==> src/rtl/nibble_sub_seq.sv <==
// nibble_sub_seq: nibble-serial WIDTH-bit subtractor (diff = a - b - bin); define SUB_SAT_EN for unsigned saturation
module nibble_sub_seq #(
    parameter int WIDTH = 16
) (
    input  logic             clk,
    input  logic             rst,
    input  logic             start_valid,
    output logic             start_ready,
    input  logic [WIDTH-1:0] a,
    input  logic [WIDTH-1:0] b,
    input  logic             bin,
    output logic             res_valid,
    input  logic             res_ready,
    output logic [WIDTH-1:0] diff,
    output logic             bout,
    output logic             zero
);
    localparam int NIB = WIDTH / 4;
    localparam int CW = NIB > 1 ? $clog2(NIB) : 1;
    typedef enum logic [1:0] {IDLE, RUN, DONE} state_t;
    state_t state, state_nx;
    logic [WIDTH-1:0] opa, opb, diff_nx;
    logic [CW-1:0] cnt;
    logic [3:0] d;
    logic brw, c, last;
    assign start_ready = state == IDLE;
    assign res_valid = state == DONE;
    assign last = cnt == CW'(NIB - 1);
    // c ends up as the borrow out of the nibble slice
    always_comb begin
        d = '0;
        c = brw;
        for (int i = 0; i < 4; i++) begin
            d[i] = opa[i] ^ opb[i] ^ c;
            c = (~opa[i] & opb[i]) | (~(opa[i] ^ opb[i]) & c);
        end
    end
    always_comb begin
        diff_nx = diff;
        diff_nx[{cnt, 2'b00} +: 4] = d;
    end
    always_comb begin
        state_nx = state;
        state_nx = state == IDLE ? (start_valid ? RUN : IDLE) :
                   state == RUN  ? (last ? DONE : RUN) :
                                   (res_ready ? IDLE : DONE);
    end
    always_ff @(posedge clk) begin
        if (rst) begin
            state <= IDLE;
            opa <= '0;
            opb <= '0;
            brw <= 1'b0;
            cnt <= '0;
            diff <= '0;
            bout <= 1'b0;
            zero <= 1'b0;
        end else begin
            state <= state_nx;
            if (state == IDLE && start_valid) begin
                opa <= a;
                opb <= b;
                brw <= bin;
                cnt <= '0;
            end
            if (state == RUN) begin
                opa <= opa >> 4;
                opb <= opb >> 4;
                brw <= c;
                cnt <= cnt + 1'b1;
                diff <= diff_nx;
                if (last) begin
                    bout <= c;
`ifdef SUB_SAT_EN
                    diff <= c ? '0 : diff_nx;
                    zero <= c | (diff_nx == '0);
`else
                    zero <= diff_nx == '0;
`endif
                end
            end
        end
    end
endmodule
==> config.mk <==
export PLATFORM = sky130hd
export DESIGN_NAME = nibble_sub_seq
export DESIGN_NICKNAME = d
export VERILOG_FILES = /design/src/rtl/nibble_sub_seq.sv
export SDC_FILE = /design/constraint.sdc
export NUM_CORES = 1
export LEC_CHECK = 0
export ABC_AREA = 1
export CAP_MARGIN = 10
export CORE_ASPECT_RATIO = 1.4
export CORE_MARGIN = 4
export CORE_UTILIZATION = 37
export CTS_CLUSTER_DIAMETER = 100
export DETAILED_ROUTE_END_ITERATION = 8
export SKIP_CTS_REPAIR_TIMING = 1
export SLEW_MARGIN = 25
export SYNTH_ARGS = -nofsm -noshare
export SYNTH_HDL_FRONTEND = slang
export SYNTH_SLANG_ARGS = --single-unit
==> constraint.sdc <==
create_clock -name clk -period 6.7 [get_ports clk]
set_clock_uncertainty 0.1 [all_clocks]
set_input_delay 1.005 -clock clk [delete_from_list [all_inputs] [get_ports clk]]
set_output_delay 1.005 -clock clk [all_outputs]
set_load 0.005 [all_outputs]
# [After elaboration in Yosys (flattened, before gate mapping)]
# Index checks and enable logic that the tools add are counted.
[totals] regBits=55 in_bits=37 out_inout_bits=20 wordCells=65
[classes] addsub=2 n_eq_ne=3 shifts=2 muxes=14 bitwise=28 n_reduce_logical=6
[ops] operator="$mux W12" count=4
[ops] operator="$bwmux W16" count=1
[ops] operator="$logic_not A16 Y1" count=1
[ops] operator="$shift A4 B6 Y16 const A" count=1
[ops] operator="$shiftx A4 B6 Y16" count=1
[ops] operator="$mux W2" count=6
[ops] operator="$and A1 B1 Y1" count=8
[ops] operator="$not A1 Y1" count=8
[ops] operator="$xor A1 B1 Y1" count=8
[ops] operator="$neg A4 Y6" count=1
[ops] operator="$eq A2 B2 Y1 const B" count=2
[ops] operator="$or A1 B1 Y1" count=4
[ops] operator="$mux W1" count=3
[ops] operator="$add A2 B1 Y2 const B" count=1
[ops] operator="$eq A2 B1 Y1 const B" count=1
[ops] operator="$logic_not A2 Y1" count=1
[ops] operator="$reduce_and A2 Y1" count=1
[ops] operator="$reduce_bool A2 Y1" count=1
[ops] operator="$reduce_or A2 Y1" count=1
[ops] operator="$logic_and A1 B1 Y1" count=1

# [Logic depth before layout (Yosys ltp)]
[logic_depth] word_depth=12 depth_mapped=15 ltp_nobuf=15

# [Worst setup path after synthesis]
# No wires, ideal clock.
[synth_path] kind="reg-to-reg" startpoint="register opa[0]" endpoint="register zero" setup_ps=116 arrival_time_ps=2320 required_time_ps=6484 slack_ps=4164 stages_incl_launch_ff=16 n_path_buf=0 synth_period_minus_slack_ps=2536 cell_sequence="dfxtp_1 -> inv_1 -> fa_1 -> inv_1 -> fa_1 -> fa_1 -> inv_1 -> fa_1 -> nor2_1 -> inv_1 -> nor2_1 -> nor2_1 -> nand3_1 -> nor2_1 -> nand3_1 -> a21oi_1"
[synth_via] elab_chain_cells=12 elab_cells_between_ends=17 classes_between="shift (1); mux (1); bitwise (14); reduce/logical (1)"
[synth_rtl] item="start: declaration" line_no="22" text="logic [WIDTH-1:0] opa, opb, diff_nx;"
[synth_rtl] item="start signal: assignment" line_no="67" text="opa <= opa >> 4;"
[synth_rtl] item="$xor A1 B1 Y1" line_no="34, 35"
[synth_rtl] item="$not A1 Y1" line_no="35" text="c = (~opa[i] & opb[i]) | (~(opa[i] ^ opb[i]) & c);"
[synth_rtl] item="$and A1 B1 Y1" line_no="35"
[synth_rtl] item="$or A1 B1 Y1" line_no="35"
[synth_rtl] item="$and A1 B1 Y1" line_no="35"
[synth_rtl] item="$or A1 B1 Y1" line_no="35"
[synth_rtl] item="$and A1 B1 Y1" line_no="35"
[synth_rtl] item="$or A1 B1 Y1" line_no="35"
[synth_rtl] item="$xor A1 B1 Y1" line_no="34" text="d[i] = opa[i] ^ opb[i] ^ c;"
[synth_rtl] item="$shiftx A4 B6 Y16 *" line_no="40" text="diff_nx[{cnt, 2'b00} +: 4] = d;"
[synth_rtl] item="$bwmux W16 *" line_no="40"
[synth_rtl] item="$logic_not A16 Y1 *" line_no="78" text="zero <= diff_nx == '0;"
[synth_rtl] item="end signal: assignment" line_no="57" text="zero <= 1'b0;"
[synth_rtl] item="end signal: assignment" line_no="78"
[synth_rtl] item="end: declaration" line_no="16" text="output logic zero"
# Every way passes the cells marked *; elsewhere a longest branch is shown, timed or not.
# A chain may end at the register's enable or synchronous reset.

# [Worst setup path in the final report]
# Same ends and word-level chain as after synthesis.

==> results.toml <==
[run_status]
status = "finished clean"

[layout]
fillers = 755
multi_input_area_um2 = 1260
finalNonFillerCells = 500
design_area_um2 = 3320
diodes = 0
nets = 451
syn_to_final_growth_pct = 26.3
drive_gt1_frac = 0.0469
seqCellArea_um2 = 1100
fin_util = 0.478
final_cell_mix = "nand2_1, clkdlybuf4s50_1, dfxtp_1"
layout_commonest_cell = "nand2_1"

[synth]
synth_seq_cells = 55
ys_seq_area_frac = 0.419
netlist_area_um2 = 2630
ys_types = 24
synth_cells = 358
avgSynthCellArea_um2 = 7.34
synth_nets = 405
async_flop_share = 0
yosysWarnings = 0
synth-edff-count = 0
yosys_most_used_dff = "dfxtp_1"

[worst_setup_path]
critical-path-max-stage-delay_ps = 430
worst_path_max_delay_cell = "fa_1"
r2r_start = "opa[0]$_SDFFE_PP0P_"
crit_path_end_kind = "register"
critPathLaunch = "opa[0]$_SDFFE_PP0P_"
cp.arrival_ps = 2990
worstPathMaxFanout = 3
required_ps = 6810
critPathKind = "register to register"
crit_chain = "inv_1, fa_1, inv_1, fa_1, fa_1, inv_1, fa_1, nor2_1, inv_1, nor2_1, nor2_1, nand3_1, nor2_1, nand3_1, a21oi_1"
startpoint_type = "register"

[floorplan]
core_um2 = 6940
design.die.area_um2 = 8530
die_h_um = 108
rows = 36
initial_core_util = 0.379
io_pins = 57
fp.dieW_um = 79.2

[placement]
gp_congestion = 0.846
place_inst = 491
dp_hpwl_um = 4420
placed_area_um2 = 3200
port_buffers = 56

[sta]
rsz0062_at_grt = "false"
finalSetupViolations = 0
drv_slew = 0
max_slew.worst_pin.slew_ps = 917
maxSlewHeadroom = 0.388
period_share = 0.431
fmax_mhz = 346
hold-worst-slack_ps = 351
hold_viol = 0
timing.setup.tns_ps = 0
period_needed_ps = 2890

[min_path]
min_path_type = "register to register"
min_from = "opa[14]$_SDFFE_PP0P_"

[clock_network]
clock_latency_ps = 320
cts-root-buf = "clkbuf_8"
cts.clk_slew.worst_paths_ps = 110
cts_buffers = 5
clk_path_buf_depth = 2
cts_tree = "yes"
htreeDepth = 2
clock-sinks = 55

[drt]
wl_per_cell_um = 12.2
wirelength_um = 6090
vias = 2433
postRouteAntennaNets = 0
drc = 0
viasPerCell = 4.87
drt_first_iter_violations = 88
first_pass_iters = 4

[global_routing]
grt_max_degree = 52
grt_antenna_before_repair = 0
grt_util_all_layers = 0.148
grt.overflow.total = 0
grt_pass1_wl_um = 10100
grt_pass1_vias = 2224

[power]
peakVddDrop_v = 0.000128
power_leakage_nw = 1.29
power_density_nw_per_um2 = 250

[run]
drv_cap = 0
[flip-flops by register name (all words and copies together) (netlist names)]
| signal | count |
|---|---|
| diff | 16 |
| opa | 16 |
| opb | 16 |
| cnt | 2 |
| state | 2 |
| bout | 1 |
| brw | 1 |
| zero | 1 |
[cell usage after synthesis (2+ instances only)]
| master | count | share of area |
|---|---|---|
| nor2_1 | 38 | 0.054 |
| o22ai_1 | 5 | 0.012 |
| nand3_1 | 15 | 0.029 |
| dfxtp_1 | 55 | 0.42 |
| o21ai_1 | 2 | 0.0038 |
| o21ai_0 | 48 | 0.091 |
| a31oi_1 | 30 | 0.071 |
| buf_2 | 8 | 0.015 |
| inv_1 | 36 | 0.051 |
| nor2_2 | 2 | 0.0048 |
| ha_1 | 6 | 0.029 |
| nand2_1 | 78 | 0.11 |
| inv_2 | 3 | 0.0043 |
| buf_6 | 4 | 0.017 |
| nor2_4 | 2 | 0.0086 |
| fa_1 | 4 | 0.030 |
| clkbuf_1 | 6 | 0.0086 |
| a21oi_1 | 10 | 0.019 |
[worst max-delay path: cells and delay by family (launching register included)]
kind / cells / cell delay [ps]
adder cells (fa/ha/maj): 4 / 1350
AND/OR/NAND/NOR: 6 / 640
flip-flops: 1 / 330
buffers and inverters: 4 / 270
AO/OA/AOI/OAI: 1 / 60
[where the power goes]
| group | switching, mW | leakage (nW) | total, mW | internal, mW |
|---|---|---|---|---|
| clock | 0.119 | 0.0489 | 0.195 | 0.0760 |
| sequential | 0.0252 | 0.453 | 0.393 | 0.367 |
| combinational | 0.138 | 0.786 | 0.241 | 0.103 |
[final timing paths]
kind                          endpoint  cells past startpoint  slack (ps)
hold reg to reg   opa[14]$_SDFFE_PP0P_                      2         350
setup / recovery     zero$_SDFFE_PP0P_                     15        3810
setup reg to reg     zero$_SDFFE_PP0P_                     15        3810
hold / removal    opa[14]$_SDFFE_PP0P_                      2         350
[per-stage QoR]
step	total power [mW]	worst slack, ps
2_1_floorplan	0.563	4160
3_3_place_gp	0.633	3620
3_5_place_dp	0.637	3570
4_1_cts	0.832	3810
5_1_grt	0.887	3540
6_report	0.828	3810
[cell families after synthesis]
family | count (synthesis) | synth area share
simple gates | 136 | 0.210
flops | 55 | 0.419
buf+inv | 58 | 0.0991
fa+ha+maj | 10 | 0.0591
compound gates | 99 | 0.212
[layer usage]
layer / vias up / part of all wire / global-route usage
met3: 10 / 0.055 / 0.0318
met1: 1085 / 0.42 / 0.175
li1: 1274 / - / -
met5: - / 0 / 0
met4: 0 / 0.020 / 0.0541
met2: 64 / 0.50 / 0.258
[layout make-up]
type,instances,area share
Multi-Input combinational cell,245,0.381
Tap cell,95,0.0358
Clock inverter,3,0.00679
Timing Repair Buffer,57,0.177
Clock buffer,5,0.0207
Sequential cell,55,0.332
Inverter,40,0.0460
(Power assumes the default switching activity.)
